===== src/rtl/sipo_pkg.sv =====
// Shared types and sizing helpers for the serial-in/parallel-out framer.
package sipo_pkg;

    typedef enum logic [1:0] {
        ST_IDLE   = 2'd0,
        ST_SHIFT  = 2'd1,
        ST_PARITY = 2'd2,
        ST_DONE   = 2'd3
    } state_t;

    localparam int DEFAULT_N = 4;

    function automatic int cnt_w(input int n);
        return $clog2(n + 1);
    endfunction

endpackage


===== src/rtl/sipo_bit_counter.sv =====
// Enable/clear up-counter that saturates at LIMIT; tc flags the strobe that brings it to LIMIT.
module sipo_bit_counter
    import sipo_pkg::*;
#(
    parameter int LIMIT = DEFAULT_N,
    parameter int W     = cnt_w(LIMIT)
) (
    input  logic clk,
    input  logic reset,
    input  logic clr,
    input  logic en,
    output logic tc
);

    localparam logic [W-1:0] LAST = W'(LIMIT - 1);
    localparam logic [W-1:0] MAX  = W'(LIMIT);

    logic [W-1:0] count;

    // Saturate rather than wrap so a stray strobe can never restart the count.
    always_ff @(posedge clk) begin
        if (reset || clr) begin
            count <= '0;
        end else if (en && (count != MAX)) begin
            count <= count + 1'b1;
        end
    end

    assign tc = en && (count == LAST);

endmodule


===== src/rtl/sipo_framer.sv =====
// Serial-to-parallel framer: start-triggered, bit_en-qualified LSB-first capture of N-bit words.
// Define PARITY_EN to append and check one even-parity bit per frame.
module sipo_framer
    import sipo_pkg::*;
#(
    parameter int N = DEFAULT_N
) (
    input  logic         clk,
    input  logic         reset,
    input  logic         start,
    input  logic         bit_en,
    input  logic         sin,
    output logic [N-1:0] word,
    output logic         load,
    output logic         busy,
    output logic         par_err
);

    state_t       state;
    logic [N-1:0] sreg;
    logic [N-1:0] sreg_nxt;
    logic         take;
    logic         last;

    assign take     = (state == ST_SHIFT) && bit_en;
    assign sreg_nxt = {sin, sreg[N-1:1]};

    sipo_bit_counter #(.LIMIT(N)) u_bit_counter (
        .clk   (clk),
        .reset (reset),
        .clr   (state == ST_IDLE),
        .en    (take),
        .tc    (last)
    );

    always_ff @(posedge clk) begin
        if (reset) begin
            state <= ST_IDLE;
            sreg  <= '0;
            word  <= '0;
        end else begin
            case (state)
                ST_IDLE: begin
                    if (start) state <= ST_SHIFT;
                end
                ST_SHIFT: begin
                    if (take) begin
                        sreg <= sreg_nxt;
                        if (last) begin
`ifdef PARITY_EN
                            state <= ST_PARITY;
`else
                            state <= ST_DONE;
                            word  <= sreg_nxt;
`endif
                        end
                    end
                end
`ifdef PARITY_EN
                ST_PARITY: begin
                    if (bit_en) begin
                        state <= ST_DONE;
                        word  <= sreg;
                    end
                end
`endif
                ST_DONE: state <= ST_IDLE;
                default: state <= ST_IDLE;
            endcase
        end
    end

`ifdef PARITY_EN
    logic perr_q;

    // Even parity: XOR of data and parity bit is 1 only on an error.
    always_ff @(posedge clk) begin
        if (reset) begin
            perr_q <= 1'b0;
        end else if ((state == ST_PARITY) && bit_en) begin
            perr_q <= (^sreg) ^ sin;
        end
    end

    assign par_err = perr_q;
`else
    assign par_err = 1'b0;
`endif

    // Decoded straight from the state register so load is a clean one-cycle pulse.
    assign load = (state == ST_DONE);
    assign busy = (state != ST_IDLE);

endmodule


===== config.mk =====
export PLATFORM = sky130hd
export DESIGN_NAME = sipo_framer
export DESIGN_NICKNAME = d
export VERILOG_FILES = /design/src/rtl/sipo_pkg.sv /design/src/rtl/sipo_bit_counter.sv /design/src/rtl/sipo_framer.sv
export SDC_FILE = /design/constraint.sdc
export NUM_CORES = 1
export LEC_CHECK = 0
export ABC_AREA = 1
export CORE_AREA = 3 3 40 42
export CTS_CLUSTER_DIAMETER = 30
export CTS_CLUSTER_SIZE = 24
export DETAILED_ROUTE_END_ITERATION = 6
export DIE_AREA = 0 0 43 45
export GPL_ROUTABILITY_DRIVEN = 0
export GPL_TIMING_DRIVEN = 1
export HOLD_SLACK_MARGIN = 0.06
export PLACE_DENSITY = 0.68
export RECOVER_POWER = 50
export REMOVE_ABC_BUFFERS = 1
export SETUP_SLACK_MARGIN = 0.02
export SYNTH_ARGS = -nofsm -noshare
export SYNTH_HDL_FRONTEND = slang
export SYNTH_SLANG_ARGS = --single-unit
export TNS_END_PERCENT = 50

===== constraint.sdc =====
create_clock -name clk -period 1.95 [get_ports clk]
set_input_delay 0.39 -clock clk [delete_from_list [all_inputs] [get_ports clk]]
set_output_delay 0.39 -clock clk [all_outputs]
set_load 0.01 [all_outputs]

======== Word level (Yosys, flattened, before mapping) ========
Index checks and enable logic that the tools add are counted.
storage, ports and cells
  flip-flop bits (word level) ............. 13
  input bits .............................. 5
  output and inout port bits .............. 7
  word-level logic and storage cells ...... 25
cells by class
  add/sub/neg operators ................... 1
  equality and inequality tests ........... 7
  mux-type cells .......................... 4
  reduce and logical (&&, ||, !) cells .... 9
operator list
  cell                   number
  $mux W2                3
  $reduce_and A3 Y1      2
  $ne A2 B2 Y1 const B   2
  $pmux W2 S2            1
  $add A3 B1 Y3 const B  1
  $eq A3 B2 Y1 const B   1
  $logic_and A1 B1 Y1    3
  $ne A3 B3 Y1 const B   1
  $eq A2 B1 Y1 const B   1
  $eq A2 B2 Y1 const B   1
  $logic_not A2 Y1       1
  $ne A2 B1 Y1 const B   1
  $reduce_and A2 Y1      1
  $reduce_bool A2 Y1     1
  $logic_or A1 B1 Y1     1

======== Longest topological paths before layout ========
  word-level depth ........................ 6
  gate-level depth with buffers ........... 8
  gate-level depth less buffers ........... 8

======== Cells and area by module ========
Synthesis repeated with hierarchy kept, for this count alone.
second synthesis, totals
  cell total of the unflattened synthesis .. 89
  area, all modules ....................... 610.6 µm²
modules (own cells, without submodules)
  module            times used  cells an instance  area each (µm²)  seq. area each (µm²)
  sipo_framer       1           61                 421.7            180.2
  sipo_bit_counter  1           28                 188.9            60.1

======== Least setup slack after synthesis ========
Ideal clock, no wire load.
  path type ............................... register -> register
  from .................................... reg u_bit_counter.count[0]
  to ...................................... reg u_bit_counter.count[1]
  setup time .............................. 113 ps
  data arrival time ....................... 950 ps
  required time ........................... 1837 ps
  setup slack ............................. 887 ps
  stages on the path, launching flop included .. 9
  path buffers ............................ 0
  period minus slack after synthesis ...... 1063 ps
  cell sequence ........................... dfxtp_1 -> inv_1 -> ha_1 -> nand2_1 -> inv_1 -> nor2_2 -> nand2_1 -> nand2_1 -> nor2_1
on the way
  longest elaborated chain between the ends .. 2
  elaborated cells on any way between the ends .. 3
  classes of those cells .................. add/sub: 1; eq/ne: 1; reduce/logical: 1
ends and longest elaborated chain
  item                                                   RTL line                text
  from (decl)                                            sipo_bit_counter.sv:18  logic [W-1:0] count;
  from (signal assigned)                                 sipo_bit_counter.sv:25  count <= count + 1'b1;
  branches (longest 2 deep; another with $add A3 B1 Y3)  n/a
Parallel ways; which one is timed is not known.
A chain may end at the register's enable or synchronous reset.

======== Final worst setup path ========
  from .................................... reg state[1]
  to ...................................... out busy
on the way
  longest elaborated chain between the ends .. 1
ends and longest elaborated chain
  item                    RTL line           text
  from (decl)             sipo_framer.sv:19  state_t state;
  from (signal assigned)  sipo_framer.sv:38  state <= ST_IDLE;
  from (signal assigned)  sipo_framer.sv:44  if (start) state <= ST_SHIFT;
  from (signal assigned)  sipo_framer.sv:53  state <= ST_DONE;
  $reduce_bool A2 Y1      sipo_framer.sv:92  assign busy = (state != ST_IDLE);
  to (decl)               sipo_framer.sv:15  output logic busy,
Every way passes these cells.

==> flow_summary.ini <==
[status]
outcome = finished clean

[yosys]
synth_area_leader_cell = dfxtp_1
yosysTopAreaCellShare_pct = 43.05
synth_most_common_cell = nand2_1
synth_area_leaders = dfxtp_1 43%, nand2_1 13%, ha_1 6.7%
synth_ff_type = dfxtp_1
synth-async-reset-ratio_pct = 0
yosysWarningCount = 0
syn_area_um2 = 558.0
yosysSeqAreaShare_pct = 43.05
synth_edf_count = 0
syn_area_per_cell_um2 = 7.541
synthTopCellsByCount = 20 x nand2_1, 12 x dfxtp_1, 9 x inv_1, 7 x nor2_1, 6 x nand3_1
ys_seq_elements = 12
synthCells = 74
ys_types = 16

[global_routing]
grt_first_pass_wirelength_um = 1607
grt_antenna_before_repair = 0
overflow = 0
grt_pass1_vias = 388
track_usage_pct = 11.53
grt_max_degree = 8

[cts]
clockBufferDepth = 2
cts_tree = done
path_clk_slew_ps = 90
cts-root-buf = clkbuf_4
postCtsSetupRepairBufs = 0
numCtsBuffers = 3
cts_sinks = 12
htree_num_levels = 1
clkLatencyLatePin_ps = 280
cts_resized = 0
cts_hold_buf = 0

[layout]
nets = 97
drive_gt1_share_pct = 11.36
utilization_pct = 53.85
area_growth_pct = 23.99
diodes = 0
final_cell_area_um2 = 691.9
stdcell_count = 103

[drt]
drt-total-wl_um = 984
post_drt_via_cell_ratio = 4.718
first_pass_iters = 4
route.vias.total = 486
wl_per_cell_um = 9.553
ant_nets = 0
drc = 0
initialDrtViolationCount = 7

[min_path]
min-delay-path-class = flop to flop

[placement]
dpl.hpwl_um = 724.8
placedCellCount = 99
placed_cell_area_um2 = 676.9
numPortBuffers = 10
post-place-ws_ps = 316.0

[die]
dieArea_um2 = 1935
num_rows = 13
core_um2 = 1285
initial_core_util_pct = 43.43
num_io_pins = 12
die_x_um = 43
die_h_um = 45

[timing]
hold_violations = 0
rsz0062_at_grt = false
clock_skew_ps = 13.31
drv_slew = 0
layout_setup_ws_ps = 155.0
whs_ps = 473.3
timing.final.crit_period_ps = 1795
tns_ps = 0
clock.fmax_mhz = 557.1
timing.final.crit_share_pct = 92.05
final-setup-viol-count = 0

[pwr]
vdd_ir_drop_max_v = 0.0004156
powerDensity_nw_per_um2 = 711.2
power_leakage_nw = 0.3196
p_total_mw = 0.4921

[worst_setup_path]
cp_max_fo = 4
cp-end-kind = primary output
crit_type = flop to primary output
cp.arrival_ps = 1410
cp-start-kind = flop
required_ps = 1560

[job]
cap_violations = 0
## critical path: stages (launching register included)
cell and delay, ps:
dfxtp_1 460, inv_2 60, nand2_1 80, clkdlybuf4s50_1 530
## final timing paths
path	end	slack [ps]	depth (start not counted)	from
worst max register to register	word[0]	650	6	u_bit_counter.count[0]
worst min-delay path	word[3]	470	2	word[3]
worst max-delay path	busy	150	3	state[1]
worst min register to register	word[3]	470	2	word[3]
## kinds of logic (layout without fill, tap and decap cells)
logic type / count (synthesis) / after routing / synth area share [%]
AND/OR/NAND/NOR: 40 / 40 / 35.65
buffers and inverters: 13 / 27 / 9.417
flip-flops: 12 / 12 / 43.05
AO/OA/AOI/OAI: 5 / 5 / 4.484
adder cells (fa/ha/maj): 3 / 3 / 6.727
other: 1 / 1 / 0.6720
## power by group
part           switching, mW  total, mW  internal [mW]
Sequential           0.00340      0.252          0.249
Combinational         0.0223     0.0391         0.0169
Clock                 0.0873      0.201          0.114
Total                  0.113      0.492          0.379
## routing by layer
layer | part of all wire, % | global-route usage [%]
met1 | 47 | 14.60
met2 | 44 | 16.17
met3 | 6.6 | 3.586
met4 | 2.3 | 9.036
met5 | 0 | 0
## area by class of cell
class | instances | area (um^2)
Fill cell | 131 | 593.1
Multi-Input combinational cell | 49 | 247.7
Sequential cell | 12 | 240.2
Timing Repair Buffer | 11 | 103.9
Inverter | 12 | 45.04
Clock buffer | 4 | 36.28
Tap cell | 15 | 18.77
## layout by cell type, fill, tap and decap left out, drive strengths merged
| cell | n |
|---|---|
| a21oi | 5 |
| clkbuf | 5 |
| clkdlybuf4s50 | 9 |
| conb | 1 |
| dfxtp | 12 |
| dlygate4sd3 | 1 |
| ha | 3 |
| inv | 12 |
| nand2 | 20 |
| nand3 | 8 |
| nand4 | 1 |
| nor2 | 10 |
| nor3 | 1 |
## state kept, by name (all words and copies together) (netlist names)
signal               count
state                    2
word                     4
sreg                     3
u_bit_counter.count      3
Power figures use the tool's default switching activity.
